$ cat config.mk
export PLATFORM = sky130hd
export DESIGN_NAME = itlb_ptw
export DESIGN_NICKNAME = d
export VERILOG_FILES = /design/src/rtl/itlb_ptw.sv
export SDC_FILE = /design/constraint.sdc
export NUM_CORES = 1
export LEC_CHECK = 0
export CAP_MARGIN = 0
export CORE_MARGIN = 4
export CORE_UTILIZATION = 38
export CTS_CLUSTER_DIAMETER = 200
export DETAILED_ROUTE_END_ITERATION = 8
export PLACE_DENSITY = 0.86
export SYNTH_ARGS = -nofsm -noshare
export SYNTH_HDL_FRONTEND = slang
export SYNTH_SLANG_ARGS = --single-unit
$ cat constraint.sdc
create_clock -name clk -period 1.86 [get_ports clk]
set_clock_uncertainty 0.15 [all_clocks]
set_input_delay 0.186 -clock clk [delete_from_list [all_inputs] [get_ports clk]]
set_output_delay 0.186 -clock clk [all_outputs]
set_load 0.01 [all_outputs]
$ cat src/rtl/itlb_ptw.sv
// Two-level page-table walker servicing ITLB misses over a req/valid memory port.
// Optional superpage (leaf at level 1) support is enabled by defining ITLB_PTW_SUPERPAGE_EN.
module itlb_ptw #(
  parameter int VA_WIDTH   = 32,
  parameter int PA_WIDTH   = 32,
  parameter int PPN_WIDTH  = 20,
  parameter int VPN1_WIDTH = 10,
  parameter int VPN0_WIDTH = 10
) (
  input  logic                 clk,
  input  logic                 rst,
  input  logic                 ptw_req,
  input  logic [VA_WIDTH-1:0]  ptw_va,
  input  logic [PPN_WIDTH-1:0] ptbr,
  output logic                 ptw_valid,
  output logic [PPN_WIDTH-1:0] ptw_pa,
  output logic                 ptw_fault,
  output logic                 ptw_busy,
  output logic                 mem_req,
  output logic [PA_WIDTH-1:0]  mem_addr,
  input  logic                 mem_valid,
  input  logic [31:0]          mem_rdata
);

  typedef enum logic [1:0] {
    S_IDLE = 2'd0,
    S_L1   = 2'd1,
    S_L2   = 2'd2,
    S_RESP = 2'd3
  } state_e;

  state_e                  state_q;
  logic [VPN0_WIDTH-1:0]   vpn0_q;

  logic                    pte_v;
  logic [PPN_WIDTH-1:0]    pte_ppn;
  logic [VPN1_WIDTH-1:0]   va_vpn1;
  logic [VPN0_WIDTH-1:0]   va_vpn0;
  logic                    unused_bits;

  assign pte_v   = mem_rdata[0];
  assign pte_ppn = mem_rdata[31 -: PPN_WIDTH];
  assign va_vpn1 = ptw_va[VA_WIDTH-1 -: VPN1_WIDTH];
  assign va_vpn0 = ptw_va[VA_WIDTH-VPN1_WIDTH-1 -: VPN0_WIDTH];
  assign unused_bits = ^{mem_rdata[11:1], ptw_va[VA_WIDTH-VPN1_WIDTH-VPN0_WIDTH-1:0]};

  // The level-1 address is formed at acceptance, so root/vpn1 never need a separate copy.
  always_ff @(posedge clk or posedge rst) begin
    if (rst) begin
      state_q   <= S_IDLE;
      vpn0_q    <= '0;
      ptw_valid <= 1'b0;
      ptw_pa    <= '0;
      ptw_fault <= 1'b0;
      ptw_busy  <= 1'b0;
      mem_req   <= 1'b0;
      mem_addr  <= '0;
    end else begin
      ptw_valid <= 1'b0;
      case (state_q)
        S_IDLE: begin
          if (ptw_req) begin
            state_q   <= S_L1;
            vpn0_q    <= va_vpn0;
            ptw_busy  <= 1'b1;
            mem_req   <= 1'b1;
            mem_addr  <= {ptbr, va_vpn1, 2'b00};
            ptw_pa    <= '0;
            ptw_fault <= 1'b0;
          end
        end
        S_L1: begin
          if (mem_valid) begin
            if (!pte_v) begin
              state_q   <= S_RESP;
              mem_req   <= 1'b0;
              mem_addr  <= '0;
              ptw_valid <= 1'b1;
              ptw_fault <= 1'b1;
              ptw_pa    <= '0;
`ifdef ITLB_PTW_SUPERPAGE_EN
            end else if (mem_rdata[1]) begin
              // Superpage leaf: the low VPN passes straight through as the low PPN.
              state_q   <= S_RESP;
              mem_req   <= 1'b0;
              mem_addr  <= '0;
              ptw_valid <= 1'b1;
              ptw_fault <= 1'b0;
              ptw_pa    <= {mem_rdata[31 -: PPN_WIDTH-VPN0_WIDTH], vpn0_q};
`endif
            end else begin
              state_q  <= S_L2;
              mem_addr <= {pte_ppn, vpn0_q, 2'b00};
            end
          end
        end
        S_L2: begin
          if (mem_valid) begin
            state_q   <= S_RESP;
            mem_req   <= 1'b0;
            mem_addr  <= '0;
            ptw_valid <= 1'b1;
            ptw_fault <= ~pte_v;
            ptw_pa    <= pte_v ? pte_ppn : '0;
          end
        end
        default: begin
          state_q   <= S_IDLE;
          ptw_busy  <= 1'b0;
          ptw_fault <= 1'b0;
          ptw_pa    <= '0;
        end
      endcase
    end
  end

endmodule

After elaboration in Yosys (flattened, before gate mapping)

Index checks and enable logic that the tools add are counted.

Equality and inequality tests: 6
Muxes and demuxes: 31
Bitwise logic cells: 2
Reductions and logical operators: 9

Operators by type and width:

| kind                 | number |
|---|---|
| $mux W32             | 4 |
| $mux W20             | 5 |
| $pmux W32 S3         | 1 |
| $pmux W20 S3         | 1 |
| $mux W1              | 12 |
| $ne A2 B2 Y1 const B | 4 |
| $reduce_and A4 Y1    | 2 |
| $mux W2              | 3 |
| $pmux W1 S3          | 2 |
| $pmux W2 S3          | 1 |
| $reduce_and A5 Y1    | 1 |
| $pmux W1 S2          | 2 |
| $reduce_and A2 Y1    | 2 |
| $reduce_and A3 Y1    | 1 |
| $reduce_bool A3 Y1   | 1 |
| $eq A2 B1 Y1 const B | 1 |
| $eq A2 B2 Y1 const B | 1 |
| $logic_not A2 Y1     | 1 |
| $not A1 Y1           | 2 |
| $reduce_or A2 Y1     | 1 |

Register bits: 68
Input port bits: 88
Output and inout port bits: 56

Longest topological paths before layout

Depth after elaboration: 4
Depth in mapped cells: 8
Gate-level depth less buffers: 6

Worst setup path after synthesis

Ideal clock, no wire load.

Path type: flip-flop to flip-flop
From: register state_q[0]
To: register mem_addr[10]
Data arrival time: 1467 ps
Setup slack: 121 ps
Stages on the path, launching flop included: 7
Path buffers: 1
Clock period less this slack: 1739 ps
Cell sequence: dfrtp_1 > inv_1 > ha_1 > clkbuf_1 > and2b_1 > a21oi_1 > a21oi_1

Longest elaborated chain between the ends: 3
Elaborated cells between the ends (all ways): 9
Classes of those cells: 5 x eq/ne; 1 x mux; 3 x reduce/logical

Ends and longest elaborated chain:

| element                                                                    | RTL line | RTL |
|---|---|---|
| start: declaration                                                         | 32       | `state_e state_q;` |
| start signal: assignment                                                   | 50       | `state_q <= S_IDLE;` |
| start signal: assignment                                                   | 63       | `state_q <= S_L1;` |
| start signal: assignment                                                   | 75       | `state_q <= S_RESP;` |
| $eq A2 B1 Y1 (tied with other cells)                                       | 60       | `case (state_q)` |
| $ne A2 B2 Y1 (no source line) / $reduce_bool A3 Y1 (equally long branches) | n/a      |  |
| $reduce_and A4 Y1 (no source line)                                         | n/a      |  |
| end signal: assignment                                                     | 67       | `mem_addr <= {ptbr, va_vpn1, 2'b00};` |
| end signal: assignment                                                     | 93       | `mem_addr <= {pte_ppn, vpn0_q, 2'b00};` |
| end: declaration                                                           | 20       | `output logic [PA_WIDTH-1:0] mem_addr,` |

Several ways; a longest one is shown, not always the timed one.
A chain may end at the register's enable or synchronous reset.

Worst setup path after layout

From: register state_q[0]
To: register ptw_pa[9]

Longest elaborated chain between the ends: 3
Elaborated cells between the ends (all ways): 9
Classes of those cells: 6 x eq/ne; 1 x mux; 2 x reduce/logical

Ends and longest elaborated chain:

| element                              | RTL line | RTL |
|---|---|---|
| $eq A2 B1 Y1 (tied with other cells) | 60       |  |
| $ne A2 B2 Y1 (no source line)        | n/a      |  |
| $reduce_and A4 Y1 (no source line)   | n/a      |  |
| end signal: assignment               | 104      | `ptw_pa <= pte_v ? pte_ppn : '0;` |
| end: declaration                     | 16       | `output logic [PPN_WIDTH-1:0] ptw_pa,` |

Several ways; a longest one is shown, not always the timed one.

==> results.toml <==
[placement]
place.gp.congestion = 0.802
portBuffers = 118
dp.cells = 513
dp_hpwl_mm = 6.13

[global_routing]
antenna_found_initial = 0
grt_pass1_vias = 2685
grt_max_degree = 33
grt_first_pass_wirelength_mm = 13.2
grt_usage = 0.167
grt.overflow.total = 0

[power]
leakagePower_nw = 2.20
vdd_ir_drop_max_mv = 0.775
internal-power_mw = 5.32
power_switching_mw = 3.22
power_mw = 8.55
clkPwrFrac = 0.125
power_density_nw_per_um2 = 1740
comb_power_share = 0.584
p_sw_frac = 0.377
seqPwrFrac = 0.291

[setup_path]
critPathKind = "flop to flop"
crit_path_top_delay_cell = "dfrtp_2"
cp_top_family = "flip-flops"
startpoint_type = "flop"
rr_worst_depth = 6
crit_path_max_incr_delay_ps = 440
cp_cell_sequence = "inv_2 -> ha_2 -> a21oi_2 -> o21ai_4 -> clkbuf_16 -> mux2_4"
worst_setup_path_end_kind = "flop"
cp_max_fo = 6
critPathBufInv = 2
arrival_ps = 1890
path_depth = 6
cp.required_ps = 1930

[yosys]
synth_top_cell_area_share = 0.513
syn_area_um2 = 3220
synth-async-reset-ratio = 1.00
synthTopCellsByCount = "66 x dfrtp_1, 61 x a21oi_1, 33 x nor2_1"
yosys_warnings = 0
ys_types = 28
synth-edff-count = 0
synth.area.top_cells = "dfrtp_1 51%, a21oi_1 9.5%, mux2_4 8.9%"
avgSynthCellArea_um2 = 10.9
yosysMostFrequentCell = "dfrtp_1"
synth_top_area_cell = "dfrtp_1"
ys_ff_latch = 66
postSynthCellCount = 294
ys.flop_type = "dfrtp_1"
synth-seq-area-share = 0.513

[die]
die_w_um = 100
die_y_um = 100
die_area_um2 = 10000
num_rows = 33
start_util = 0.392
coreArea_um2 = 8220
num_io_pins = 144

[finish]
area_growth_pct = 52.4
seqCellArea_um2 = 1650
drive_above_1_share = 0.195
multiInputGateArea_um2 = 1430
nFillCells = 659
utilization = 0.597
fin_nets = 520
finalNonFillerCells = 536
num_antenna_cells = 0

[drt]
drc = 0
firstDrtPassIters = 4
viasPerCell = 4.99
drt_iter0_drc = 70
antenna_left = 0
routedWlPerCell_um = 16.2
routed_wl_mm = 8.71
vias = 2676

[cts]
numCtsBuffers = 9
cts_tree = "built"
clk_latency_ps = 340
cts.sinks = 66
clockRootBuffer = "clkbuf_8"
cts_htree_levels = 3
clock_path_buffers = 2
clkTransAtPathRegs_ps = 70

[sta]
fin_crit_sh = 0.981
setup_violations = 0
min_period_ps = 1820
hold_viol_final = 0
holdWs_ps = 305
slew_violations = 0
max_freq_mhz = 548
rsz0062_at_grt = "true"

[hold_path]
min_path_type = "input pin to flop"
hold_depth = 2

[status]
outcome = "finished, final reports clean"

[flow_run]
max_cap_violations = 0
-- repair_timing --
action                                  in CTS  in global routing
pin swaps                                    0                  1
hold endpoints to repair                     6                  0
cloned                                       0                  2
gates resized for setup                      5                 14
hold buffers                                 1                  0
endpoints found under the setup margin      32                 51
buffers inserted                             0                  4
-- registers in the layout, indices dropped and copies added (netlist names) --
register / flops
vpn0_q: 10
ptw_pa: 20
ptw_fault: 1
ptw_busy: 1
ptw_valid: 1
state_q: 2
mem_addr: 30
mem_req: 1
-- routing by layer --
| layer | wire length (um) | global-route usage | part of all wire | vias up |
|---|---|---|---|---|
| met4 | 117 | 0.0539 | 0.013 | 0 |
| met2 | 4250 | 0.283 | 0.49 | 98 |
| met1 | 3660 | 0.203 | 0.42 | 1302 |
| met5 | 0 | 0 | 0 | - |
| li1 | - | - | - | 1263 |
| met3 | 676 | 0.0507 | 0.078 | 13 |
-- worst paths after layout --
kind                                        start                       end  slack [ps]
max                        state_q[0]$_DFFE_PP0P_     ptw_pa[9]$_DFFE_PP0P_          40
min                                    ptw_va[17]     vpn0_q[5]$_DFFE_PP0P_         310
max reg2reg                state_q[0]$_DFFE_PP0P_     ptw_pa[9]$_DFFE_PP0P_          40
min reg2reg                 ptw_fault$_DFFE_PP0P_     ptw_fault$_DFFE_PP0P_         340
max in group asynchronous                     rst  mem_addr[12]$_DFFE_PP0P_         550
min in group asynchronous                     rst     ptw_fault$_DFFE_PP0P_         560
-- logic make-up after synthesis --
family,Yosys count,share of synthesized area
buf+inv,28,0.0575
flops,66,0.513
mux,32,0.134
fa+ha+maj,6,0.0233
other cells,1,0.00117
compound gates,69,0.115
simple gates,92,0.156
-- power groups by stage --
| stage | registers [mW] | logic [mW] | clock network [mW] |
|---|---|---|---|
| 2_1_floorplan | 2.68 | 2.58 | 0 |
| 3_3_place_gp | 2.46 | 4.42 | 0 |
| 3_5_place_dp | 2.50 | 4.58 | 0 |
| 4_1_cts | 2.48 | 4.64 | 1.11 |
| 5_1_grt | 2.57 | 5.39 | 1.17 |
| 6_report | 2.49 | 4.99 | 1.07 |
-- cell type report --
| type | instances | area share |
|---|---|---|
| Inverter | 7 | 0.00612 |
| Timing Repair Buffer | 141 | 0.302 |
| Multi-Input combinational cell | 201 | 0.291 |
| Tap cell | 105 | 0.0268 |
| Sequential cell | 66 | 0.337 |
| Clock inverter | 6 | 0.00867 |
| Clock buffer | 10 | 0.0281 |
-- layout by cell type (no fill, tap or decap), types with 10 or more instances in the layout --
cell / count
clkbuf_8: 10
dfrtp_1: 65
nor2_1: 32
clkdlybuf4s50_1: 118
mux2_4: 19
and2b_1: 14
buf_4: 10
mux2_2: 12
a21oi_1: 61
and3_1: 20
nor2b_1: 17
-- metrics by stage --
stage | setup WS (ps) | setup TNS (ps) | instance area, um2
floorplan | 121 | 0 | 3230
global placement | 65.7 | 0 | 4570
detailed placement | -40.7 | -181 | 4570
CTS | 2.52 | 0 | 4770
global route | -27.0 | -267 | 4910
finish | 35.0 | 0 | 4910
Note: power is estimated with default switching activity, not from simulation.
==> variant, RTL diff (same flow settings) <==
The 4 states of `state_e` get a one-hot encoding in 4 bits.
--- a/src/rtl/itlb_ptw.sv
+++ b/src/rtl/itlb_ptw.sv
@@ -22,11 +22,11 @@
   input  logic [31:0]          mem_rdata
 );
 
-  typedef enum logic [1:0] {
-    S_IDLE = 2'd0,
-    S_L1   = 2'd1,
-    S_L2   = 2'd2,
-    S_RESP = 2'd3
+  typedef enum logic [3:0] {
+    S_IDLE = 4'b0001,
+    S_L1   = 4'b0010,
+    S_L2   = 4'b0100,
+    S_RESP = 4'b1000
   } state_e;
 
   state_e                  state_q;
Check against the original RTL: no difference found for any inputs over 10 cycles, from zero or initial values and one cycle with rst high; not proved beyond that.
==> variant against the original RTL <==
The flow now finishes with violations (setup timing). Sequential cell count grew 2. Power shrank 8.1%. Area after synthesis grew 0.62%. Wire length grew 19%. Cell area grew 11%. Worst setup slack lost 180 ps. Critical endpoint is now vpn0_q[2]$_DFFE_PP0P_. Largest cell class is now buffers. Highest routed layer unchanged.
==> variant: results (changes against the original RTL) <==
{| class="wikitable"
! Metric !! Value
|-
| Result of the run || finished, violations left (was finished, final reports clean)
|-
| Failing checks || setup timing
|-
| Accumulated negative setup slack || -7020 ps (was 0 ps)
|-
| Number of distinct library cell variants in the gate-level netlist after synthesis || 31 (was 28)
|-
| First-pass GRT wire length || 15.4 mm (was 13.2 mm)
|-
| Signal arrival time at the worst endpoint || 2080 ps (was 1890 ps)
|-
| DR iter-0 viols || 84 (was 70)
|-
| Biggest area contributors in the synthesized netlist || sky130_fd_sc_hd__dfrtp_1 (52%), sky130_fd_sc_hd__mux2_2 (21%), sky130_fd_sc_hd__a32o_1 (6.2%), sky130_fd_sc_hd__nor2_1 (2.9%), sky130_fd_sc_hd__a22o_1 (2.7%) (was sky130_fd_sc_hd__dfrtp_1 (51%), sky130_fd_sc_hd__a21oi_1 (9.5%), sky130_fd_sc_hd__mux2_4 (8.9%), sky130_fd_sc_hd__mux2_2 (4.2%), sky130_fd_sc_hd__and3_1 (4.1%))
|-
| Total track usage || 19.6% (was 16.7%)
|-
| Placer's final routability congestion estimate || 0.799 (was 0.802)
|-
| Worst setup margin || -145 ps (was 35.0 ps)
|-
| Multiplexer share of the synthesized area || 21.2% (was 13.4%)
|-
| Placed cell areas || 4730 um2 (was 4570 um2)
|-
| Vias in the first global route || 3,003 (was 2,685)
|-
| Maximum number of pins on one net before global-route repair || 30 (was 33)
|-
| Power per Cell Area || 1440 nW/um2 (was 1740 nW/um2)
|-
| Worst-case vdd ir drop || 0.775 mV (about the same)
|-
| Average cell area after synthesis || 12.1 um2 (was 10.9 um2)
|-
| Post-placement cell count || 495 (was 513)
|-
| WL per Instance || 19.2 um (was 16.2 um)
|-
| Non-filler cells in the finished layout || 539 (was 536)
|-
| Worst setup timing slack at the placement stage || -267 ps (was -40.7 ps)
|-
| Post-detailed-placement half-perimeter wirelength || 6.36 mm (was 6.13 mm)
|-
| Clk power || 1.38 mW (was 1.07 mW)
|-
| Post-synthesis sequential area ratio || 52.6% (was 51.3%)
|-
| Final setup violation count || 63 (was 0)
|-
| Combinational power || 4.16 mW (was 4.99 mW)
|-
| CTS hold repair buffers || 0 (was 1)
|-
| Leakage dissipation || 2.37 nW (was 2.20 nW)
|-
| Post-route worst hold slack || 66.5 ps (was 305 ps)
|-
| Number of nets in the layout || 517 (was 520)
|-
| Worst Hold Class || input pin to async pin (was input pin to flip-flop)
|-
| Critical Path Max Stage Delay || 610 ps (was 440 ps)
|-
| XOR/XNOR share of the synthesized area || 0.270% (was 0%)
|-
| Compound-cell area share of the yosys netlist || 11.5% (about the same)
|-
| Internal power contribution || 5.36 mW (was 5.32 mW)
|-
| Total number of vias || 2,832 (was 2,676)
|}
==> variant: layer usage <==
layer | routed length, um | share of wire [%] | track usage (%) | up-vias
li1 | - | - | - | 1288
met3 | 566 | 5.5 | 5.14 | 14
met4 | 147 | 1.4 | 4.87 | 0
met2 | 5410 | 52 | 34.9 | 78
met1 | 4230 | 41 | 23.6 | 1452
met5 | 0 | 0 | 0 | -
==> variant: timing repair <==
| action | CTS | global route |
|---|---|---|
| setup endpoints to repair | 66 | 65 |
| hold endpoints to repair | 0 | 0 |
| setup buffers | 14 | 5 |
| gates resized for setup | 28 | 8 |
| pin swaps | 4 | 6 |
| cloned | 8 | 4 |
==> variant: area by class of cell <==
type,instances,area [um2]
Fill cell,639,2820
Clock inverter,6,86.3
Timing Repair Buffer,172,1850
Multi-Input combinational cell,174,1510
Tap cell,105,131
Clock buffer,10,138
Inverter,4,18.8
Sequential cell,68,1700
